===== config.mk =====
export PLATFORM = sky130hd
export DESIGN_NAME = xalu_seq
export DESIGN_NICKNAME = d
export VERILOG_FILES = /design/src/rtl/xalu_seq.sv
export SDC_FILE = /design/constraint.sdc
export NUM_CORES = 1
export LEC_CHECK = 0
export ABC_AREA = 1
export ABC_CLOCK_PERIOD_IN_PS = 2100
export CELL_PAD_IN_SITES_DETAIL_PLACEMENT = 1
export CELL_PAD_IN_SITES_GLOBAL_PLACEMENT = 2
export CORE_MARGIN = 2
export CORE_UTILIZATION = 27
export CTS_CLUSTER_SIZE = 40
export DETAILED_ROUTE_END_ITERATION = 8
export PLACE_DENSITY = 0.76
export SYNTH_ARGS = -nofsm -noshare
export SYNTH_HDL_FRONTEND = slang
export SYNTH_SLANG_ARGS = --single-unit

===== constraint.sdc =====
create_clock -name clk -period 2.1 [get_ports clk]
set_clock_uncertainty 0.1 [all_clocks]
set_input_delay 0.315 -clock clk [delete_from_list [all_inputs] [get_ports clk]]
set_output_delay 0.315 -clock clk [all_outputs]
set_load 0.05 [all_outputs]

===== src/rtl/xalu_seq.sv =====
// Nibble-serial ALU sequencer: drives an external 4-bit ALU slice once per
// nibble and assembles a W-bit result with carry, zero and equality flags.
module xalu_seq #(
    parameter int unsigned NIBBLES = 4
) (
    input  logic                   clk,
    input  logic                   rst,
    input  logic                   start,
    input  logic [2:0]             op,
    input  logic                   com,
    input  logic                   cin,
    input  logic [4*NIBBLES-1:0]   a,
    input  logic [4*NIBBLES-1:0]   b,
    output logic                   busy,
    output logic                   done,
    output logic [4*NIBBLES-1:0]   result,
    output logic                   cout,
    output logic                   zero,
    output logic                   equ,
    output logic [3:0]             slice_a,
    output logic [3:0]             slice_b,
    output logic [2:0]             slice_f,
    output logic                   slice_com,
    output logic                   slice_ci_left,
    output logic                   slice_ci_right,
    input  logic [3:0]             slice_d,
    input  logic                   slice_co_left,
    input  logic                   slice_co_right,
    input  logic                   slice_equ
);

    localparam int unsigned W  = 4 * NIBBLES;
    localparam int unsigned IW = (NIBBLES > 1) ? $clog2(NIBBLES) : 1;
    localparam logic [IW-1:0] LAST = IW'(NIBBLES - 1);

    typedef enum logic [1:0] {IDLE, RUN, DONE} state_t;
    typedef enum logic [2:0] {
        OP_ADD, OP_AND, OP_OR, OP_XOR, OP_PASSA, OP_PASSB, OP_SHR, OP_SHL
    } op_t;

    state_t         state, state_nx;
    op_t            op_q;
    logic           com_q, cin_q;
    logic [W-1:0]   a_q, b_q, acc, acc_nx;
    logic [IW-1:0]  idx, pos;
    logic           carry, carry_in, carry_nx, equ_acc;

    always_comb begin
        state_nx = state;
        unique case (state)
            IDLE:    if (start) state_nx = RUN;
            RUN:     if (idx == LAST) state_nx = DONE;
            DONE:    state_nx = IDLE;
            default: state_nx = IDLE;
        endcase
    end

    assign busy = (state != IDLE);
    assign done = (state == DONE);

    // SHR walks the word MSB-first so its shift-in ripples downward.
    assign pos      = (op_q == OP_SHR) ? LAST - idx : idx;
    assign carry_in = (idx == '0) ? cin_q : carry;
    assign carry_nx = (op_q == OP_SHR) ? slice_co_right : slice_co_left;

    always_comb begin
        slice_a        = '0;
        slice_b        = '0;
        slice_f        = '0;
        slice_com      = 1'b0;
        slice_ci_left  = 1'b0;
        slice_ci_right = 1'b0;
        if (state == RUN) begin
            slice_a   = a_q[4*pos +: 4];
            slice_b   = b_q[4*pos +: 4];
            slice_f   = op_q;
            slice_com = com_q;
            unique case (op_q)
                OP_ADD, OP_SHL: slice_ci_right = carry_in;
                OP_SHR:         slice_ci_left  = carry_in;
                default:        ;
            endcase
        end
    end

    always_comb begin
        acc_nx             = acc;
        acc_nx[4*pos +: 4] = slice_d;
    end

    always_ff @(posedge clk) begin
        if (rst) begin
            state   <= IDLE;
            idx     <= '0;
            carry   <= 1'b0;
            equ_acc <= 1'b0;
            acc     <= '0;
            a_q     <= '0;
            b_q     <= '0;
            op_q    <= OP_ADD;
            com_q   <= 1'b0;
            cin_q   <= 1'b0;
            result  <= '0;
            cout    <= 1'b0;
            zero    <= 1'b0;
            equ     <= 1'b0;
        end else begin
            state <= state_nx;
            unique case (state)
                IDLE: if (start) begin
                    a_q     <= a;
                    b_q     <= b;
                    op_q    <= op_t'(op);
                    com_q   <= com;
                    cin_q   <= cin;
                    idx     <= '0;
                    carry   <= 1'b0;
                    equ_acc <= 1'b1;
                    acc     <= '0;
                end
                RUN: begin
                    idx     <= idx + 1'b1;
                    carry   <= carry_nx;
                    equ_acc <= equ_acc & slice_equ;
                    acc     <= acc_nx;
                    // Visible outputs only change on the final pass so an abort leaves no partial word.
                    if (idx == LAST) begin
                        result <= acc_nx;
                        zero   <= (acc_nx == '0);
                        equ    <= equ_acc & slice_equ;
                        cout   <= (op_q inside {OP_ADD, OP_SHL, OP_SHR}) ? carry_nx : 1'b0;
                    end
                end
                default: ;
            endcase
        end
    end

endmodule


==> impl_results.md, run 1 <==
* Asr flop ratio synth at 0%
* Crit start category: flip-flop
* Final #Nets at 633
* Clk root buf: clkbuf_16
* Area Growth Syn to Fin at 51.0%
* Worst setup margin at -0.184 ns
* # hold bufs at CTS at 0
* Post-synthesis cell count at 479
* Seq/Total Area, Yosys at 44.6%
* Fill cells at 1,526
* WHS at 0.354 ns
* Placed inst area at 4780 um2
* Maximum vdd ir drop at 0.393 mV
* PortBufs at 81
* H-tree depth at 3
* Final wirelength at 11,500 um
* Largest net degree at the start of global routing at 34
* Slew Limit Fails at 0
* Commonest non-fill, non-tap cell in the layout: nand2_1
* Setup TNS at -1.26 ns
* Final setup vio count at 8
* Post-synth EDFFs at 0
* Clk buf depth at 2
* CORE AREA at 12,600 um2
* Crit share post-route at 109%
* DP Worst Slack at 0.0242 ns
* Final Non-Filler Cells at 760
* Clock Latency Late Sink at 0.34 ns
* Pin slew with the least headroom to its limit at 0.530 ns
* DIE AREA at 13,900 um2
* Total Routing Usage GR at 17.3%
* Leak Pwr at 2.05 nW
* Crit end category: output port
* Ys flop type: dfxtp_1
* Clock Pin Slew Worst Setup and Hold Paths at 0.05 ns
* Sink Count at 78
* Yosys warns at 0
* DR vias/cell at 4.65
* ANT cells at 0
* Finished layout cell area at 5290 um2
* Final hold vios at 0
* Most frequent cells in the layout: 85 x nand2_1, 75 x nor2_1, 73 x dfxtp_1
* Mapped Nets at 528
* Initial DRT Pass Iterations at 4
* Starting Density at 27.8%
* Worst Path Max Fanout at 6
* Die Ht at 118 um
* Status: finished, violations left
* Initial antenna violation count at 0
* Critical Path RT at 1.68 ns
* Num CTS Buffers at 9
* Max-slew headroom at 64.5%
* Die Wd at 118 um
* DRC violations left at 0
* Detail Placement HPWL at 8490 um
* Avg Inst Size Synth at 7.31 um2
* Routed vias at 3,532
* Routed WL per cell at 15.2 um
* Distinct cells, synth at 29
* Power density over cell area at 715 nW/um2
* TritonCTS clock tree: built
* Tmin final at 2.28 ns
* Failing checks: setup timing
* Synthesized flop and latch total at 78
* RSZ-0062 raised after global routing: true
* Vias in the first global route at 3,706
* Top Ports at 82
* Arr. time, crit path at 1.87 ns
* Critical path type: flip-flop to output port
* Synthesized area at 3500 um2
* Share of post-route cells with drive strength above 1 at 21.8%
* HP Class: flip-flop to flip-flop
* Inst Count DP at 731
* Fmax at 0.438 GHz
* GPL Wtd Cong at 0.774
* Max cap viols at 0
* Final ANT Viol Nets at 0
* First-pass GRT wire length at 19,100 um
* Rows at 41
* DRT iter0 DRCs at 118
* Total grt overflow at 0
-- critical path, stage by stage, from the launching register on --
cell	delay, ns
dfxtp_2	0.33
inv_4	0.08
nand4_1	0.21
nand2_8	0.20
nand2_4	0.08
inv_4	0.07
buf_8	0.13
nand2_4	0.05
a41oi_2	0.21
buf_12	0.17
-- worst paths after layout --
| kind | startpoint | to | slack, ns | cells past startpoint |
|---|---|---|---|---|
| setup / recovery | op_q[0]$_SDFFE_PP0P_ | slice_a[3] | -0.18 | 9 |
| hold reg to reg | com_q$_SDFFE_PP0P_ | com_q$_SDFFE_PP0P_ | 0.35 | 2 |
| hold / removal | com_q$_SDFFE_PP0P_ | com_q$_SDFFE_PP0P_ | 0.35 | 2 |
| setup reg to reg | op_q[0]$_SDFFE_PP0P_ | zero$_SDFFE_PP0P_ | 0.16 | 13 |
-- sequential cells by signal, indices dropped and copies added (netlist names) --
signal,count
cout,1
op_q,3
a_q,16
acc,16
cin_q,1
com_q,1
equ_acc,1
carry,1
result,16
state,2
equ,1
zero,1
b_q,16
idx,2
-- power by group --
part | switching, mW | total, mW | internal [mW] | leakage [nW]
Sequential | 0.0547 | 1.61 | 1.56 | 0.641
Clock | 0.595 | 1.39 | 0.791 | 0.123
Combinational | 0.446 | 0.783 | 0.337 | 1.29
Total | 1.10 | 3.78 | 2.69 | 2.05
-- through the flow --
step | utilization, % | total power, mW
2_1_floorplan | - | 2.05
3_3_place_gp | 37.9 | 2.35
3_5_place_dp | 37.9 | 2.36
4_1_cts | 41.1 | 3.81
5_1_grt | 41.9 | 3.96
6_report | 41.9 | 3.78
-- synthesized netlist by cell type (all sizes together), types with 3 or more instances --
cell	count	area (um2)
a21oi	34	174
a22oi	12	90.1
buf	3	35.0
clkbuf	20	75.1
dfxtp	78	1560
inv	32	123
nand2	108	480
nand3	35	188
nand3b	3	22.5
nor2	85	362
o21ai	57	297
or2	3	18.8
-- layer usage --
metal / part of all wire (%) / vias to the layer above / routed length (um) / GRT usage (%)
met5: 0 / - / 0 / 0
met4: 1.7 / 0 / 197 / 6.55
met2: 50 / 41 / 5800 / 29.9
li1: - / 1780 / - / -
met1: 46 / 1699 / 5270 / 21.5
met3: 2.3 / 12 / 260 / 3.00
-- what timing repair did --
item                       4_1_cts  5_1_grt
gates resized for setup         21       17
pin swaps                        9       13
setup endpoints to repair       10       15
setup buffers                    9        6
-- final cells by class --
type                       instances  area (um2)  area share [%]
tap                              172         215            4.07
multi-input combinational        346        1840            34.7
sequential                        78        1580            29.8
clock buffer                      13         240            4.54
inverter                          32         133            2.51
clock inverter                     2        10.0           0.189
timing repair buffer             117        1280            24.2
-- cell families after synthesis --
group,Yosys count,synth area share (%)
AND/OR/NAND/NOR,236,30.9
buffers and inverters,55,6.65
flip-flops,78,44.6
AO/OA/AOI/OAI,108,17.1
adder cells (fa/ha/maj),2,0.714
Note: power is estimated with default switching activity, not from simulation.
==> inputs of run 2 (changes only) <==
Settings changed: PLACE_DENSITY 0.76 to 0.88.
==> impl_results.md, run 2 (synthesized netlist as in run 1, its figures left out) <==
* First-pass GRT wire length at 19,300 um (+1.1%)
* Rows at 41 (unchanged)
* Worst setup margin at -0.244 ns (-0.0608 ns)
* Clk buf depth at 2 (unchanged)
* Routed vias at 3,546 (+0.40%)
* Critical path type: flip-flop to output port
* Crit share post-route at 112% (+2.9 points)
* Most frequent cells in the layout: 87 x nand2_1, 76 x nor2_1, 73 x dfxtp_1
* GPL Wtd Cong at 0.777 (+0.40%)
* Max-slew headroom at 63.8% (-0.76 points)
* Starting Density at 27.8% (unchanged)
* PortBufs at 81 (unchanged)
* Initial DRT Pass Iterations at 4 (unchanged)
* Crit end category: output port
* Final ANT Viol Nets at 0 (unchanged)
* Crit path cell chain: inv_4 > nand3_4 > nand2_4 > nand2_8 > nand2_4 > clkinvlp_4 > a22oi_2 > a21oi_2 > buf_12
* Largest net degree at the start of global routing at 58 (+71%)
* CORE AREA at 12,600 um2 (unchanged)
* Area Growth Syn to Fin at 48.9%
* DRT iter0 DRCs at 117 (-0.85%)
* Final core occ at 41.3% (-0.59 points)
* Routed WL per cell at 15.3 um (+0.83%)
* Clock Latency Late Sink at 0.34 ns (about the same)
* Leak Pwr at 1.99 nW (-3.3%)
* Failing checks: setup timing
* DIE AREA at 13,900 um2 (unchanged)
* Total grt overflow at 0 (unchanged)
* Critical Path RT at 1.68 ns (about the same)
* Status: finished, violations left
* Pin slew with the least headroom to its limit at 0.542 ns (+0.0114 ns)
* Worst path buffer plus inverter count at 3 (-1)
* Slew Limit Fails at 0 (unchanged)
* HP Class: flip-flop to flip-flop
* Vias in the first global route at 3,792 (+2.3%)
* Total Routing Usage GR at 17.1% (-0.19 points)
* Max cap viols at 0 (unchanged)
* Arr. time, crit path at 1.93 ns (+0.06 ns)
* CP most frequent cell: nand2_4
* Num CTS Buffers at 9 (unchanged)
* Share of post-route cells with drive strength above 1 at 20.3% (-1.4 points)
* Tmin final at 2.34 ns (+0.0608 ns)
* H-tree depth at 3 (unchanged)
* Clock Pin Slew Worst Setup and Hold Paths at 0.07 ns (+0.02 ns)
* Initial antenna violation count at 0 (unchanged)
* Maximum vdd ir drop at 0.357 mV (-9.2%)
* Final Non-Filler Cells at 752 (-1.1%)
* Crit start category: flip-flop
* Fmax at 0.427 GHz (-2.6%)
* Power density over cell area at 762 nW/um2 (+6.4%)
* Sink Count at 78 (unchanged)
* RSZ-0062 raised after global routing: true
* DRC violations left at 0 (unchanged)
* Worst Path Max Fanout at 8 (+2)
* Top Ports at 82 (unchanged)
* Commonest non-fill, non-tap cell in the layout: nand2_1
* Die Wd at 118 um (unchanged)
* Final wirelength at 11,500 um (-0.23%)
* TritonCTS clock tree: built
* DR vias/cell at 4.72 (+1.5%)
* Fill cells at 1,530 (+0.26%)
* # hold bufs at CTS at 0 (unchanged)
* Detail Placement HPWL at 8130 um (-4.3%)
* Largest delay share family, worst path: buffers and inverters
* Inst Count DP at 725 (-0.82%)
* Final hold vios at 0 (unchanged)
* Final #Nets at 624 (-1.4%)
* Final setup vio count at 8 (unchanged)
* Die Ht at 118 um (unchanged)
* CP max-delay cell: dfxtp_4
* ANT cells at 0 (unchanged)
* Clk root buf: clkbuf_16
* CP peak stage delay at 0.35 ns (+0.02 ns)
==> run 2: what timing repair did <==
| action | in CTS | in global routing |
|---|---|---|
| buffers inserted | 8 | 2 |
| gates resized for setup | 25 | 4 |
| gates cloned | 1 | 0 |
| endpoints found under the setup margin | 10 | 11 |
| pin swaps | 21 | 10 |
| hold endpoints to repair | 0 | 0 |
==> run 2: path summary, 6_finish.rpt <==
check / start / to / slack [ns] / depth (start not counted)
setup / recovery: op_q[0]$_SDFFE_PP0P_ / slice_b[2] / -0.24 / 9
hold / removal: com_q$_SDFFE_PP0P_ / com_q$_SDFFE_PP0P_ / 0.36 / 2
setup reg to reg: idx[0]$_SDFFE_PP0P_ / zero$_SDFFE_PP0P_ / 0.08 / 10
hold reg to reg: com_q$_SDFFE_PP0P_ / com_q$_SDFFE_PP0P_ / 0.36 / 2
==> run 2: report_power, final <==
group | internal, mW | switching [mW]
Combinational | 0.306 | 0.441
Sequential | 1.56 | 0.0568
Clock | 0.933 | 0.676
Total | 2.80 | 1.17
==> run 2: metrics by stage <==
stage	total power, mW	setup slack [ns]	cell area (um2)	hold WS [ns]	TNS, ns
after detailed placement	2.34	-0.0465	4730	0.356	-0.182
final	3.97	-0.244	5210	0.362	-1.74
after floorplan	2.05	-0.215	3540	0.297	-0.430
after global placement	2.32	0.0264	4730	0.337	0
after global routing	4.14	-0.299	5210	0.386	-2.25
after CTS	3.99	-0.218	5190	0.365	-1.63
==> run 2: final cells by class <==
class | count | area (um2) | area share, %
inverters | 32 | 134 | 2.57
clock buffers | 9 | 225 | 4.32
flip-flops and latches | 78 | 1580 | 30.2
repair buffers | 107 | 1160 | 22.2
multi-input cells | 347 | 1830 | 35.1
well taps | 172 | 215 | 4.13
clock inverters | 7 | 78.8 | 1.51
==> run 2: tightest hold or removal path, cell delays in order (launching register included) <==
cell	delay (ns)
dfxtp_1	0.30
inv_1	0.06
a21oi_1	0.06
==> run 2: routing by layer <==
layer / share of wire, % / vias to the layer above / GRT usage, %
met1: 44 / 1709 / 21.3
met2: 51 / 57 / 30.1
met5: 0 / - / 0
met4: 1.9 / 0 / 5.80
met3: 2.8 / 17 / 2.62
li1: - / 1763 / -
==> inputs of run 3 (changes only) <==
Settings changed: CTS_CLUSTER_DIAMETER set to 40.
==> results of run 3 <==
Final layout, timing and power as in run 2 (identical DEF).
